File: config.mk
export PLATFORM = sky130hd
export DESIGN_NAME = apb_rr_arbiter
export DESIGN_NICKNAME = d
export VERILOG_FILES = /design/src/rtl/apb_rr_arbiter.sv
export SDC_FILE = /design/constraint.sdc
export NUM_CORES = 1
export LEC_CHECK = 0
export CAP_MARGIN = 20
export CORE_AREA = 3 3 151 153
export DETAILED_ROUTE_END_ITERATION = 12
export DIE_AREA = 0 0 154 156
export PLACE_DENSITY = 0.56
export SLEW_MARGIN = 30
export SYNTH_ARGS = -nofsm -noshare
export SYNTH_HDL_FRONTEND = slang
export SYNTH_SLANG_ARGS = --single-unit
File: constraint.sdc
create_clock -name clk -period 1.75 [get_ports clk]
set_clock_uncertainty 0.1 [all_clocks]
set_input_delay 0.4375 -clock clk [delete_from_list [all_inputs] [get_ports clk]]
set_output_delay 0.4375 -clock clk [all_outputs]
set_load 0.005 [all_outputs]
File: src/rtl/apb_rr_arbiter.sv
// Round-robin arbiter sharing one APB completer between N_MASTERS APB requesters.
// Latency: request seen in IDLE at t -> SETUP t+1 -> ACCESS t+2 (one extra wait state over a direct link).
// Backpressure: losing masters and the granted master are held with pready low until downstream completes.
module apb_rr_arbiter #(
    parameter int N_MASTERS      = 2,
    parameter int DATA_WIDTH     = 64,
    parameter int ADDR_WIDTH     = 8,
    parameter int TIMEOUT_CYCLES = 0,
    localparam int IDXW  = (N_MASTERS > 1) ? $clog2(N_MASTERS) : 1,
    localparam int STRBW = DATA_WIDTH / 8
) (
    input  logic                            clk,
    input  logic                            rst,
    input  logic [N_MASTERS-1:0]            s_apb_psel,
    input  logic [N_MASTERS-1:0]            s_apb_penable,
    input  logic [N_MASTERS-1:0]            s_apb_pwrite,
    input  logic [3*N_MASTERS-1:0]          s_apb_pprot,
    input  logic [ADDR_WIDTH*N_MASTERS-1:0] s_apb_paddr,
    input  logic [DATA_WIDTH*N_MASTERS-1:0] s_apb_pwdata,
    input  logic [STRBW*N_MASTERS-1:0]      s_apb_pstrb,
    output logic [N_MASTERS-1:0]            s_apb_pready,
    output logic [DATA_WIDTH-1:0]           s_apb_prdata,
    output logic                            s_apb_pslverr,
    output logic                            m_apb_psel,
    output logic                            m_apb_penable,
    output logic                            m_apb_pwrite,
    output logic [2:0]                      m_apb_pprot,
    output logic [ADDR_WIDTH-1:0]           m_apb_paddr,
    output logic [DATA_WIDTH-1:0]           m_apb_pwdata,
    output logic [STRBW-1:0]                m_apb_pstrb,
    input  logic                            m_apb_pready,
    input  logic [DATA_WIDTH-1:0]           m_apb_prdata,
    input  logic                            m_apb_pslverr,
    output logic [IDXW-1:0]                 grant_idx,
    output logic                            busy
);

    localparam int CNTW = (TIMEOUT_CYCLES > 1) ? $clog2(TIMEOUT_CYCLES) : 1;

    typedef enum logic [1:0] {IDLE, SETUP, ACCESS} state_t;

    typedef struct packed {
        logic                  pwrite;
        logic [2:0]            pprot;
        logic [ADDR_WIDTH-1:0] paddr;
        logic [DATA_WIDTH-1:0] pwdata;
        logic [STRBW-1:0]      pstrb;
    } req_t;

    state_t          state_q, state_d;
    req_t            req_q, req_d;
    logic            psel_q, psel_d;
    logic            pen_q, pen_d;
    logic [IDXW-1:0] last_q, last_d;
    logic [IDXW-1:0] gidx_q, gidx_d;
    logic [CNTW-1:0] wdog_q, wdog_d;

    logic            found;
    logic [IDXW-1:0] pick;
    logic            timeout_hit;
    logic            done;
    int              idx;

    // First requester strictly after the last winner, wrapping around.
    always_comb begin
        found = 1'b0;
        pick  = '0;
        idx   = 0;
        for (int k = 1; k <= N_MASTERS; k++) begin
            idx = (int'(last_q) + k) % N_MASTERS;
            if (!found && s_apb_psel[IDXW'(idx)]) begin
                found = 1'b1;
                pick  = IDXW'(idx);
            end
        end
    end

    assign timeout_hit = (TIMEOUT_CYCLES > 0) && (state_q == ACCESS) && !m_apb_pready
                         && (wdog_q == CNTW'(TIMEOUT_CYCLES - 1));
    assign done = (state_q == ACCESS) && (m_apb_pready || timeout_hit);

    // A master that dropped psel mid-transfer gets no pready; the response is discarded.
    always_comb begin
        s_apb_pready = '0;
        if (done && s_apb_psel[gidx_q]) begin
            s_apb_pready[gidx_q] = 1'b1;
        end
        s_apb_prdata  = ((state_q == ACCESS) && !timeout_hit) ? m_apb_prdata : '0;
        s_apb_pslverr = timeout_hit || ((state_q == ACCESS) && m_apb_pready && m_apb_pslverr);
    end

    always_comb begin
        state_d = state_q;
        req_d   = req_q;
        psel_d  = psel_q;
        pen_d   = pen_q;
        last_d  = last_q;
        gidx_d  = gidx_q;
        wdog_d  = wdog_q;
        case (state_q)
            IDLE: begin
                if (found) begin
                    req_d.pwrite = s_apb_pwrite[pick];
                    req_d.pprot  = s_apb_pprot[int'(pick)*3 +: 3];
                    req_d.paddr  = s_apb_paddr[int'(pick)*ADDR_WIDTH +: ADDR_WIDTH];
                    req_d.pwdata = s_apb_pwdata[int'(pick)*DATA_WIDTH +: DATA_WIDTH];
                    req_d.pstrb  = s_apb_pstrb[int'(pick)*STRBW +: STRBW];
                    psel_d       = 1'b1;
                    last_d       = pick;
                    gidx_d       = pick;
                    state_d      = SETUP;
                end
            end
            SETUP: begin
                pen_d   = 1'b1;
                wdog_d  = '0;
                state_d = ACCESS;
            end
            ACCESS: begin
                if (done) begin
                    psel_d  = 1'b0;
                    pen_d   = 1'b0;
                    state_d = IDLE;
                end else begin
                    wdog_d = wdog_q + 1'b1;
                end
            end
            default: state_d = IDLE;
        endcase
    end

    always_ff @(posedge clk or negedge rst) begin
        if (!rst) begin
            state_q <= IDLE;
            req_q   <= '0;
            psel_q  <= 1'b0;
            pen_q   <= 1'b0;
            last_q  <= IDXW'(N_MASTERS - 1);
            gidx_q  <= '0;
            wdog_q  <= '0;
        end else begin
            state_q <= state_d;
            req_q   <= req_d;
            psel_q  <= psel_d;
            pen_q   <= pen_d;
            last_q  <= last_d;
            gidx_q  <= gidx_d;
            wdog_q  <= wdog_d;
        end
    end

    assign m_apb_psel    = psel_q;
    assign m_apb_penable = pen_q;
    assign m_apb_pwrite  = req_q.pwrite;
    assign m_apb_pprot   = req_q.pprot;
    assign m_apb_paddr   = req_q.paddr;
    assign m_apb_pwdata  = req_q.pwdata;
    assign m_apb_pstrb   = req_q.pstrb;
    assign grant_idx     = gidx_q;
    assign busy          = (state_q != IDLE);

endmodule

=== Word level (Yosys, flattened, before mapping) ===
Index checks and enable logic that the tools add are counted.

* Add/sub/neg operators: 2
* Multiply operators: 1
* Order comparisons: 5
* Equal/unequal tests: 4
* Shifts and indexed selects: 4
* Multiplexer cells: 23
* Reductions and logical operators: 14

{| class="wikitable"
|+ Operator list
! kind !! count
|-
| $shiftx 128x8->64 || 1
|-
| $mux 64 || 1
|-
| $shiftx 16x5->8 || 2
|-
| $mux 1 || 15
|-
| $lt 1x3->1 const B || 2
|-
| $mux 2 || 3
|-
| $pmux 2 s3 || 1
|-
| $reduce_and 2->1 || 3
|-
| $reduce_bool 2->1 || 3
|-
| $shiftx 6x4->3 || 1
|-
| $logic_and 1x1->1 || 5
|-
| $lt 1x2->1 const B || 2
|-
| $ne 2x2->1 const B || 2
|-
| $pmux 1 s2 || 2
|-
| $mul 1x2->3 const B || 1
|-
| $reduce_and 3->1 || 1
|-
| $add 1x1->1 const B || 2
|-
| $eq 2x1->1 const B || 1
|-
| $eq 2x2->1 const B || 1
|-
| $logic_not 2->1 || 1
|-
| $demux 1 s1 || 1
|-
| $ge 1x1->1 const B || 1
|-
| $logic_not 1->1 || 1
|}

* Flip-flop bits (word level): 90
* Input bits: 240
* Output and inout bits: 155
* Word-level logic and storage cells: 63

=== Longest topological paths before layout ===
Gate-level depths: netlist of run 1.

* Word-level depth: 10
* Depth in mapped cells: 5
* Gate-level depth less buffers: 3

=== Least setup slack after synthesis of run 1 ===
Ideal clock, no wire load.

* Path kind: register -> output
* From: reg state_q[1]
* To: out s_apb_prdata[33]
* Arrival: 1.014 ns
* Required time: 1.212 ns
* Slack: 0.199 ns
* Cell stages (with the launch flop): 5
* Path buffers: 2
* Path through: dfrtp_1 > nor2b_2 > buf_4 > clkbuf_2 > and2_1

* Word-level cells in the longest chain between the ends: 2

{| class="wikitable"
|+ RTL lines
! item !! line !! text
|-
| start: declaration || 50 || <nowiki>state_t state_q, state_d;</nowiki>
|-
| start signal: assignment || 142 || <nowiki>state_q <= state_d;</nowiki>
|-
| $eq 2x2->1 || 88 || <nowiki>s_apb_prdata = ((state_q == ACCESS) && !timeout_hit) ? m_apb_prdata : '0;</nowiki>
|-
| $mux 64 || 88 ||
|-
| end: declaration || 22 || <nowiki>output logic [DATA_WIDTH-1:0] s_apb_prdata,</nowiki>
|}

Every way passes these cells.

=== Worst setup path after layout of run 1 ===
* From: reg state_q[0]
* To: out s_apb_prdata[55]

The elaborated chain is that of the path after synthesis.

==> results of run 1 <==
-- through the flow --
| step | cell area [sq um] | setup WS, ps | util [%] | hold WS, ps |
|---|---|---|---|---|
| 3_5_place_dp | 8980 | -547 | 41.4 | 261 |
| 3_3_place_gp | 8980 | -540 | 41.4 | 267 |
| 2_1_floorplan | 4550 | 199 | - | 41.9 |
| 4_1_cts | 9320 | -361 | 43.0 | 396 |
| 5_1_grt | 9640 | -380 | 44.5 | 411 |
| 6_report | 9640 | -309 | 44.5 | 396 |
-- final cells by class --
cell class	count	area, sq um	share of cell area (%)
Multi-Input combinational cell	333	2250	23.3
Sequential cell	90	2260	23.4
Timing Repair Buffer	440	4460	46.3
Inverter	1	3.75	0.0389
Clock inverter	4	56.3	0.584
Clock buffer	12	267	2.76
Tap cell	280	350	3.63
-- power breakdown --
group | switching [mW] | leakage, nW | internal, mW
combinational | 3.08 | 3.19 | 4.22
sequential | 0.531 | 0.987 | 3.10
clock | 0.852 | 0.160 | 1.24
total | 4.47 | 4.33 | 8.56
-- routing by layer --
layer  vias to the layer above  part of all wire (%)  track usage [%]
met1                      2162                    41             19.3
met2                       193                    50             25.8
met4                         0                   1.0             3.41
met3                        13                   8.1             4.88
li1                       2374                     -                -
met5                         -                     0                0
-- synth_stat cells --
cell | n | area share, %
clkbuf_1 | 3 | 0.25
nand2_1 | 2 | 0.17
mux2i_1 | 84 | 18
nor3b_1 | 1 | 0.17
and3_1 | 1 | 0.14
nor3b_2 | 1 | 0.27
clkbuf_2 | 3 | 0.33
a21oi_1 | 86 | 9.5
nor2b_2 | 1 | 0.19
inv_1 | 1 | 0.082
buf_4 | 11 | 1.8
nor2_1 | 87 | 7.2
xor2_1 | 1 | 0.19
dfstp_2 | 1 | 0.58
buf_6 | 1 | 0.25
nor2b_1 | 1 | 0.14
o21ai_0 | 1 | 0.11
dfrtp_1 | 89 | 49
or2_2 | 1 | 0.14
and2_1 | 64 | 8.8
a21o_1 | 2 | 0.33
buf_2 | 18 | 2.0
-- logic make-up after synthesis --
logic type,count (synthesis),share of synthesized area (%)
AOI/OAI and AO/OA,89,9.90
xor gates and xnor gates,1,0.193
buffers and inverters,37,4.70
DFF,90,49.5
muxes,84,18.5
and+or+nand+nor,159,17.2
-- state kept, by name, indices dropped and copies added, names as in the netlist --
name           cells
m_apb_penable      1
last_q             1
m_apb_pwdata      64
m_apb_paddr        8
m_apb_psel         1
m_apb_pstrb        8
grant_idx          1
m_apb_pwrite       1
m_apb_pprot        3
state_q            2
-- worst paths after layout --
kind | start | to | slack [ps]
worst max-delay path | state_q[0]$_DFFE_PN0P_ | s_apb_prdata[55] | -310
worst min-delay path | m_apb_psel$_DFFE_PN0P_ | m_apb_psel$_DFFE_PN0P_ | 400
worst max register to register | state_q[0]$_DFFE_PN0P_ | m_apb_psel$_DFFE_PN0P_ | 120
worst min register to register | m_apb_psel$_DFFE_PN0P_ | m_apb_psel$_DFFE_PN0P_ | 400
max in group asynchronous | rst | m_apb_pwdata[47]$_DFFE_PN0P_ | 600
min in group asynchronous | rst | m_apb_pwdata[8]$_DFFE_PN0P_ | 420
-- repair_timing --
action / 4_1_cts / 5_1_grt
buffers inserted: 9 / 6
pin swaps: 31 / 28
hold endpoints to repair: 18 / 0
hold buffers: 1 / 0
gates cloned: 5 / 2
setup endpoints to repair: 148 / 76
gates resized for setup: 407 / 87
==> flow_summary.json, run 1 <==
{
  "num_vias": 4742,
  "syn_to_final_growth_pct": 112,
  "ant_nets": 0,
  "finalHoldViolCount": 0,
  "holdPathStages": 1,
  "syn-cell-area_sq_um": 4550,
  "crit_fanout": 6,
  "grt_usage_pct": 15.3,
  "die_x_um": 154,
  "leakagePower_nw": 4.33,
  "fmax_ghz": 0.486,
  "status": "finished, violations left",
  "fin_crit_sh_pct": 118,
  "startpoint_type": "flip-flop",
  "synth_warnings": 0,
  "clockBufferDepth": 2,
  "portBuffers": 392,
  "gp_congestion": 0.954,
  "diodes": 0,
  "syn_inst": 460,
  "grt_pass1_wl_um": 28500,
  "grt_pass1_vias": 4621,
  "worst_ep_arrival_time_ps": 1520,
  "r2r_cells": 8,
  "worst_pin_slew_ps": 313,
  "final_cell_mix": "clkdlybuf4s50_1 (236), dfrtp_1 (89), nor2_1 (86), a21oi_1 (86), mux2i_1 (84)",
  "cts_root_buf": "clkbuf_16",
  "cts_sinks": 90,
  "critical_path.endpoint_type": "output pin",
  "dpl.hpwl_um": 15400,
  "final_common_cell": "clkdlybuf4s50_1",
  "routed_wl_um": 19700,
  "path_buf_inv": 4,
  "slew_viol_final": 0,
  "synth-seq-cells": 90,
  "drt_drc_violations_left": 0,
  "timing.setup.tns_ps": -16120,
  "clk_latency_ps": 340,
  "powerDensity_nw_per_um2": 1350,
  "setup_viol": 68,
  "ys_seq_area_share_pct": 49.5,
  "placed_cells": 1126,
  "grt_max_degree": 41,
  "initial_core_util_pct": 21.0,
  "cp_slowest_cell": "dfrtp_1",
  "maxCapViolations": 0,
  "path_class": "flip-flop to output pin",
  "htreeDepth": 3,
  "slew-limit-headroom_pct": 79.1,
  "cp.required_ps": 1210,
  "ir_drop_mv": 0.901,
  "yosysUniqueCellTypes": 22,
  "fillers": 2174,
  "io_pins": 395,
  "slowest_delay_ps": 410,
  "cts_tree": "yes",
  "drt_pass1_iterations": 4,
  "synth_area_per_cell_sq_um": 9.89,
  "crit_family": "buffers and inverters",
  "crit_top_cell": "buf_6",
  "cts.clk_slew.worst_paths_ps": 70,
  "drive_above_1_share_pct": 22.0,
  "wl_per_cell_um": 17.0,
  "path_cells": "nor2b_4, buf_6, buf_6, buf_6, and2_4, buf_6",
  "grt.overflow.total": 0,
  "period_minus_slack_ps": 2060,
  "die-height_um": 156,
  "setup_ws_ps": -309,
  "dieArea_sq_um": 24000,
  "rsz0062_at_grt": "yes",
  "cts_buffers": 9,
  "final_cells": 1160,
  "hold_path_class": "flip-flop to flip-flop",
  "drt-initial-drc-count": 151,
  "path_depth": 6,
  "core_sq_um": 21700,
  "rows": 54,
  "antenna_found_initial": 0,
  "final_nets": 1115,
  "vias_per_cell": 4.09,
  "violations": "negative setup slack",
  "syn_nets": 700,
  "p_total_mw": 13.0
}
No activity file was read; power rests on OpenSTA's default activity.
==> inputs of run 2 (changes only) <==
--- a/config.mk
+++ b/config.mk
@@ -5,11 +5,12 @@
 export SDC_FILE = /design/constraint.sdc
 export NUM_CORES = 1
 export LEC_CHECK = 0
+export ABC_AREA = 1
 export CAP_MARGIN = 20
 export CORE_AREA = 3 3 151 153
 export DETAILED_ROUTE_END_ITERATION = 12
 export DIE_AREA = 0 0 154 156
-export PLACE_DENSITY = 0.56
+export PLACE_DENSITY = 0.59
 export SLEW_MARGIN = 30
 export SYNTH_ARGS = -nofsm -noshare
 export SYNTH_HDL_FRONTEND = slang
==> flow_summary.json, run 2 <==
{
  "final_common_cell": "nand2_1",
  "grt.overflow.total": 0,
  "clk_latency_ps": 340,
  "synth_warnings": 0,
  "syn_inst": 800,
  "slew-limit-headroom_pct": 68.2,
  "clockBufferDepth": 2,
  "gp_congestion": 0.842,
  "synth_ff_type": "dfrtp_1",
  "hold_path_class": "primary input to asynchronous set/reset pin",
  "finalHoldViolCount": 0,
  "regArea_sq_um": 2250,
  "setup_ws_ps": -230,
  "synth_area_per_cell_sq_um": 6.40,
  "critical_path.endpoint_type": "output pin",
  "core_sq_um": 21700,
  "cp.required_ps": 1210,
  "syn_to_final_growth_pct": 95.0,
  "drt_pass1_iterations": 4,
  "dpl.hpwl_um": 17100,
  "cts_buffers": 9,
  "syn-cell-area_sq_um": 5120,
  "synth_edf_count": 0,
  "final_cell_mix": "nand2_1 (428), clkdlybuf4s50_1 (235), dfrtp_1 (88), nand3_1 (85), dlygate4sd2_1 (85)",
  "dieArea_sq_um": 24000,
  "path_buf_inv": 4,
  "yosysMostFrequentCell": "nand2_1",
  "cp_slowest_cell": "dfrtp_1",
  "ir_drop_mv": 0.653,
  "die-height_um": 156,
  "placed_cells": 1440,
  "maxCapViolations": 0,
  "ys_seq_area_share_pct": 44.0,
  "final_util_pct": 46.0,
  "setup_viol": 68,
  "final_cells": 1476,
  "routed_wl_um": 23200,
  "cts_root_buf": "clkbuf_16",
  "drt_drc_violations_left": 0,
  "synth_common_cells": "nand2_1 (429), dfrtp_1 (89), nand3_1 (86), inv_1 (67), nor2_1 (66)",
  "slew_viol_final": 0,
  "io_pins": 395,
  "drt-initial-drc-count": 262,
  "drive_above_1_share_pct": 16.4,
  "syn_nets": 1040,
  "cts.clk_slew.worst_paths_ps": 70,
  "leakagePower_nw": 5.40,
  "cts_sinks": 90,
  "antenna_found_initial": 0,
  "grt_pass1_wl_um": 34300,
  "synth-seq-cells": 90,
  "synth.area.top_cells": "dfrtp_1 (44%), nand2_1 (31%), nand3_1 (8.4%), inv_1 (4.9%), nor2_1 (4.8%)",
  "fin_area_sq_um": 9980,
  "largest_reg_flops": 64,
  "startpoint_type": "flip-flop",
  "num_vias": 6316,
  "timing.setup.tns_ps": -11550,
  "fillers": 2247,
  "crit_fanout": 8,
  "path_class": "flip-flop to output pin",
  "post-place-ws_ps": -652,
  "powerDensity_nw_per_um2": 1270,
  "whs_ps": 338,
  "path_cells": "inv_2, nand2_8, buf_8, buf_16, nor2_1, buf_2",
  "rsz0062_at_grt": "yes",
  "cts_tree": "yes",
  "initial_core_util_pct": 23.6,
  "yosysUniqueCellTypes": 14,
  "fin_crit_sh_pct": 113,
  "grt_pass1_vias": 5888,
  "grt_usage_pct": 18.2,
  "fmax_ghz": 0.505,
  "violations": "negative setup slack",
  "portBuffers": 392,
  "async_flop_share_pct": 100,
  "multi_input_area_sq_um": 2680,
  "rows": 54,
  "yosysTopAreaCellShare_pct": 43.5,
  "slowest_delay_ps": 390,
  "wl_per_cell_um": 15.7,
  "status": "finished, violations left",
  "ant_nets": 0,
  "placed_cell_area_sq_um": 9400,
  "period_minus_slack_ps": 1980,
  "vias_per_cell": 4.28,
  "p_total_mw": 12.7,
  "htreeDepth": 3,
  "yosysTopAreaCell": "dfrtp_1",
  "die_x_um": 154,
  "final_nets": 1431,
  "worst_ep_arrival_time_ps": 1440,
  "grt_max_degree": 60,
  "worst_pin_slew_ps": 477,
  "crit_family": "buffers and inverters"
}
==> run 2: cell count changes after synthesis, sizes merged, moves of 2 or more <==
cell    delta
mux2i     -84
nor2      -21
o21ai      +2
nor3b      -2
nand3     +87
inv       +69
buf        +6
a21o       -2
nor2b      -2
nand2    +428
and2      -64
a21oi     -86
clkbuf    +11
==> run 2: repair_timing <==
| action | CTS | global route |
|---|---|---|
| endpoints found under the setup margin | 155 | 73 |
| hold buffers | 1 | 0 |
| pin swaps | 4 | 3 |
| resized for setup | 393 | 86 |
| hold endpoints to repair | 38 | 0 |
| setup buffers | 12 | 1 |
| gates cloned | 6 | 0 |
==> run 2: power by group <==
group | leakage (nW) | internal (mW) | switching [mW] | total [mW]
logic | 4.15 | 3.51 | 3.78 | 7.29
registers | 1.12 | 3.06 | 0.482 | 3.54
clock network | 0.125 | 0.971 | 0.874 | 1.84
==> run 2: cells by family after synthesis <==
kind of cell / Yosys count / synth area share [%]
compound gates: 3 / 0.293
buf+inv: 123 / 10.4
flops: 90 / 44.0
simple gates: 584 / 45.3
==> run 2: final cells by class <==
class	instances	share of cell area (%)
timing repair buffer	433	41.7
inverter	70	2.66
sequential	90	22.6
clock inverter	6	0.489
tap	280	3.51
multi-input combinational	587	26.8
antenna	1	0.0251
clock buffer	9	2.26
==> run 2: worst paths after layout <==
path | start | to | slack (ps) | depth (start not counted)
worst max-delay path | state_q[0]$_DFFE_PN0P_ | s_apb_prdata[54] | -230 | 6
worst min-delay path | rst | m_apb_paddr[6]$_DFFE_PN0P_ | 340 | 2
worst max register to register | state_q[1]$_DFFE_PN0P_ | m_apb_pwdata[61]$_DFFE_PN0P_ | 150 | 8
worst min register to register | m_apb_paddr[4]$_DFFE_PN0P_ | m_apb_paddr[4]$_DFFE_PN0P_ | 370 | 2
max in group asynchronous | rst | last_q$_DFFE_PN1P_ | 690 | 3
min in group clk | m_apb_paddr[4]$_DFFE_PN0P_ | m_apb_paddr[4]$_DFFE_PN0P_ | 370 | 2
==> run 2: routing by layer <==
layer / up-vias / part of all wire (%) / track usage (%) / wire length [um]
met5: - / 0 / 0 / 0
met4: 0 / 2.7 / 6.06 / 617
met3: 37 / 6.6 / 4.24 / 1540
met2: 229 / 53 / 33.5 / 12300
met1: 2868 / 38 / 20.9 / 8770
li1: 3182 / - / - / -
==> run 2: worst reg2reg max path, delay by kind of cell (launching register included) <==
| family | cells | cell delay (ps) |
|---|---|---|
| flops | 1 | 450 |
| simple gates | 3 | 290 |
| buf+inv | 5 | 700 |
==> inputs of run 3 (changes only) <==
--- a/config.mk
+++ b/config.mk
@@ -11,7 +11,6 @@
 export DETAILED_ROUTE_END_ITERATION = 12
 export DIE_AREA = 0 0 154 156
 export PLACE_DENSITY = 0.59
-export SLEW_MARGIN = 30
 export SYNTH_ARGS = -nofsm -noshare
 export SYNTH_HDL_FRONTEND = slang
 export SYNTH_SLANG_ARGS = --single-unit
==> constraint.sdc (replaced) <==
create_clock -name clk -period 1.75 [get_ports clk]
set_clock_uncertainty 0.1 [all_clocks]
set_input_delay 0.2625 -clock clk [delete_from_list [all_inputs] [get_ports clk]]
set_output_delay 0.2625 -clock clk [all_outputs]
set_load 0.005 [all_outputs]
==> flow_summary.json, run 3 (synthesized netlist as in run 2, its figures left out) <==
{
  "pwr-share-clk_pct": 14.5,
  "powerDensity_nw_per_um2": 1350,
  "leakagePower_nw": 5.26,
  "fin_crit_sh_pct": 105,
  "fillers": 2171,
  "finalHoldViolCount": 0,
  "slowest_delay_ps": 390,
  "rsz0062_at_grt": "yes",
  "portBuffers": 392,
  "grt_pass1_vias": 5912,
  "fmax_ghz": 0.545,
  "drt_drc_violations_left": 0,
  "core_sq_um": 21700,
  "clk_latency_ps": 350,
  "setup_viol": 138,
  "drt_pass1_iterations": 7,
  "final_common_cell": "nand2_1",
  "setup_ws_ps": -84.0,
  "critical_path.endpoint_type": "output pin",
  "routed.top_layer": "met5",
  "htreeDepth": 3,
  "slew_viol_final": 0,
  "worst_ep_arrival_time_ps": 1470,
  "grt_max_degree": 85,
  "cts_sinks": 90,
  "antenna_found_initial": 1,
  "grt_pass1_wl_um": 34100,
  "wl_met2_um": 13000,
  "status": "finished, violations left",
  "ir_drop_mv": 0.546,
  "switchingPower_mw": 5.34,
  "wl_per_cell_um": 16.5,
  "p_sw_share_pct": 38.5,
  "die-height_um": 156,
  "drive_above_1_share_pct": 16.2,
  "clockBufferDepth": 2,
  "dpl.hpwl_um": 16800,
  "worst_pin_slew_ps": 388,
  "cts_tree": "yes",
  "maxCapViolations": 0,
  "wl_met1_um": 9070,
  "intPower_mw": 8.52,
  "path_cells": "inv_2, nand2_8, buf_12, clkbuf_16, nor2_2, buf_2",
  "seqPwrFrac_pct": 25.9,
  "final_cell_mix": "nand2_1 (426), clkdlybuf4s50_1 (322), dfrtp_1 (88), nand3_1 (85), inv_1 (66)",
  "violations": "negative setup slack",
  "num_vias": 6378,
  "crit_family": "buffers and inverters",
  "gp_congestion": 0.871,
  "combPwrFrac_pct": 59.7,
  "path_buf_inv": 4,
  "hold_path_class": "primary input to asynchronous set/reset pin",
  "dieArea_sq_um": 24000,
  "io_pins": 395,
  "cts_buffers": 9,
  "vias_per_cell": 4.31,
  "cp.required_ps": 1390,
  "drt-initial-drc-count": 293,
  "cts.clk_slew.worst_paths_ps": 70,
  "initial_core_util_pct": 23.6,
  "p_total_mw": 13.9,
  "cp_slowest_cell": "dfrtp_1",
  "period_minus_slack_ps": 1830,
  "grt_usage_pct": 18.0,
  "rows": 54,
  "startpoint_type": "flip-flop",
  "post-place-ws_ps": -321,
  "met3_length_um": 1630,
  "timing.setup.tns_ps": -5590,
  "ant_nets": 0,
  "grt.overflow.total": 0,
  "routed_wl_um": 24400,
  "crit_fanout": 8,
  "die_x_um": 154,
  "final_nets": 1434,
  "cts_root_buf": "clkbuf_16",
  "path_class": "flip-flop to output pin",
  "slew-limit-headroom_pct": 74.1,
  "syn_to_final_growth_pct": 101,
  "largest_reg_flops": 64
}
run 3: cell types whose count changed in the layout (fill, tap and decap cells not counted), moves of 3 or more:
cell	change
clkdlybuf4s50_1	+87
dlygate4sd2_1	-85
nor2_2	-19
nor2_4	+12
buf_6	+7
nor2_1	+7
clkbuf_16	+5
buf_4	-3
clkdlybuf4s15_2	-3
run 3: power groups by stage:
| stage | Sequential, mW | Clock, mW | Combinational (mW) |
|---|---|---|---|
| finish | 3.59 | 2.00 | 8.27 |
| global route | 3.73 | 2.17 | 8.99 |
| CTS | 3.60 | 2.08 | 7.49 |
| detailed placement | 3.60 | 0 | 7.05 |
| global placement | 3.57 | 0 | 7.04 |
| floorplan | 3.66 | 0 | 2.71 |
run 3: final cells by class:
class / instances / area [sq um] / area share [%]
multi-input cells: 587 / 2720 / 26.5
inverters: 70 / 270 / 2.63
clock inverters: 6 / 71.3 / 0.695
clock buffers: 10 / 229 / 2.23
flip-flops and latches: 90 / 2250 / 22.0
repair buffers: 436 / 4360 / 42.5
well taps: 280 / 350 / 3.41
diodes: 1 / 2.50 / 0.0244
run 3: stage by stage:
step | cells | utilization, % | hold slack, ps | instance area (sq um)
6_report | 1480 | 47.3 | 196 | 10300
5_1_grt | 1479 | 47.3 | 206 | 10300
4_1_cts | 1471 | 44.9 | 174 | 9730
3_5_place_dp | 1438 | 43.3 | 19.0 | 9390
3_3_place_gp | 1438 | 43.3 | 18.2 | 9390
2_1_floorplan | 800 | - | -133 | 5120
run 3: worst paths after layout:
kind	cells past startpoint	from	slack, ps	to
max reg2reg	11	state_q[0]$_DFFE_PN0P_	-70	m_apb_pwdata[46]$_DFFE_PN0P_
min reg2reg	2	m_apb_pwdata[62]$_DFFE_PN0P_	380	m_apb_pwdata[62]$_DFFE_PN0P_
max in group asynchronous	3	rst	830	state_q[1]$_DFFE_PN0P_
max	6	state_q[0]$_DFFE_PN0P_	-80	s_apb_prdata[59]
min in group clk	2	m_apb_pwdata[62]$_DFFE_PN0P_	380	m_apb_pwdata[62]$_DFFE_PN0P_
min	2	rst	200	m_apb_paddr[6]$_DFFE_PN0P_
run 3: layer usage:
metal  vias up  GRT usage, %
met4         2          5.97
met2       239          33.4
met3        35          4.47
met1      2919          20.1
met5         -             0
li1       3183             -
run 3: worst reg2reg max path: cells and delay by family, from the launching register on:
| family | cells | cell delay, ps |
|---|---|---|
| simple gates | 3 | 300 |
| buf+inv | 8 | 960 |
| flops | 1 | 360 |
run 3: what timing repair did:
item | CTS | global route
buffers inserted | 11 | 2
setup endpoints to repair | 69 | 152
gates resized for setup | 290 | 121
hold buffers | 1 | 0
hold endpoints to repair | 89 | 0
cloned | 5 | 6
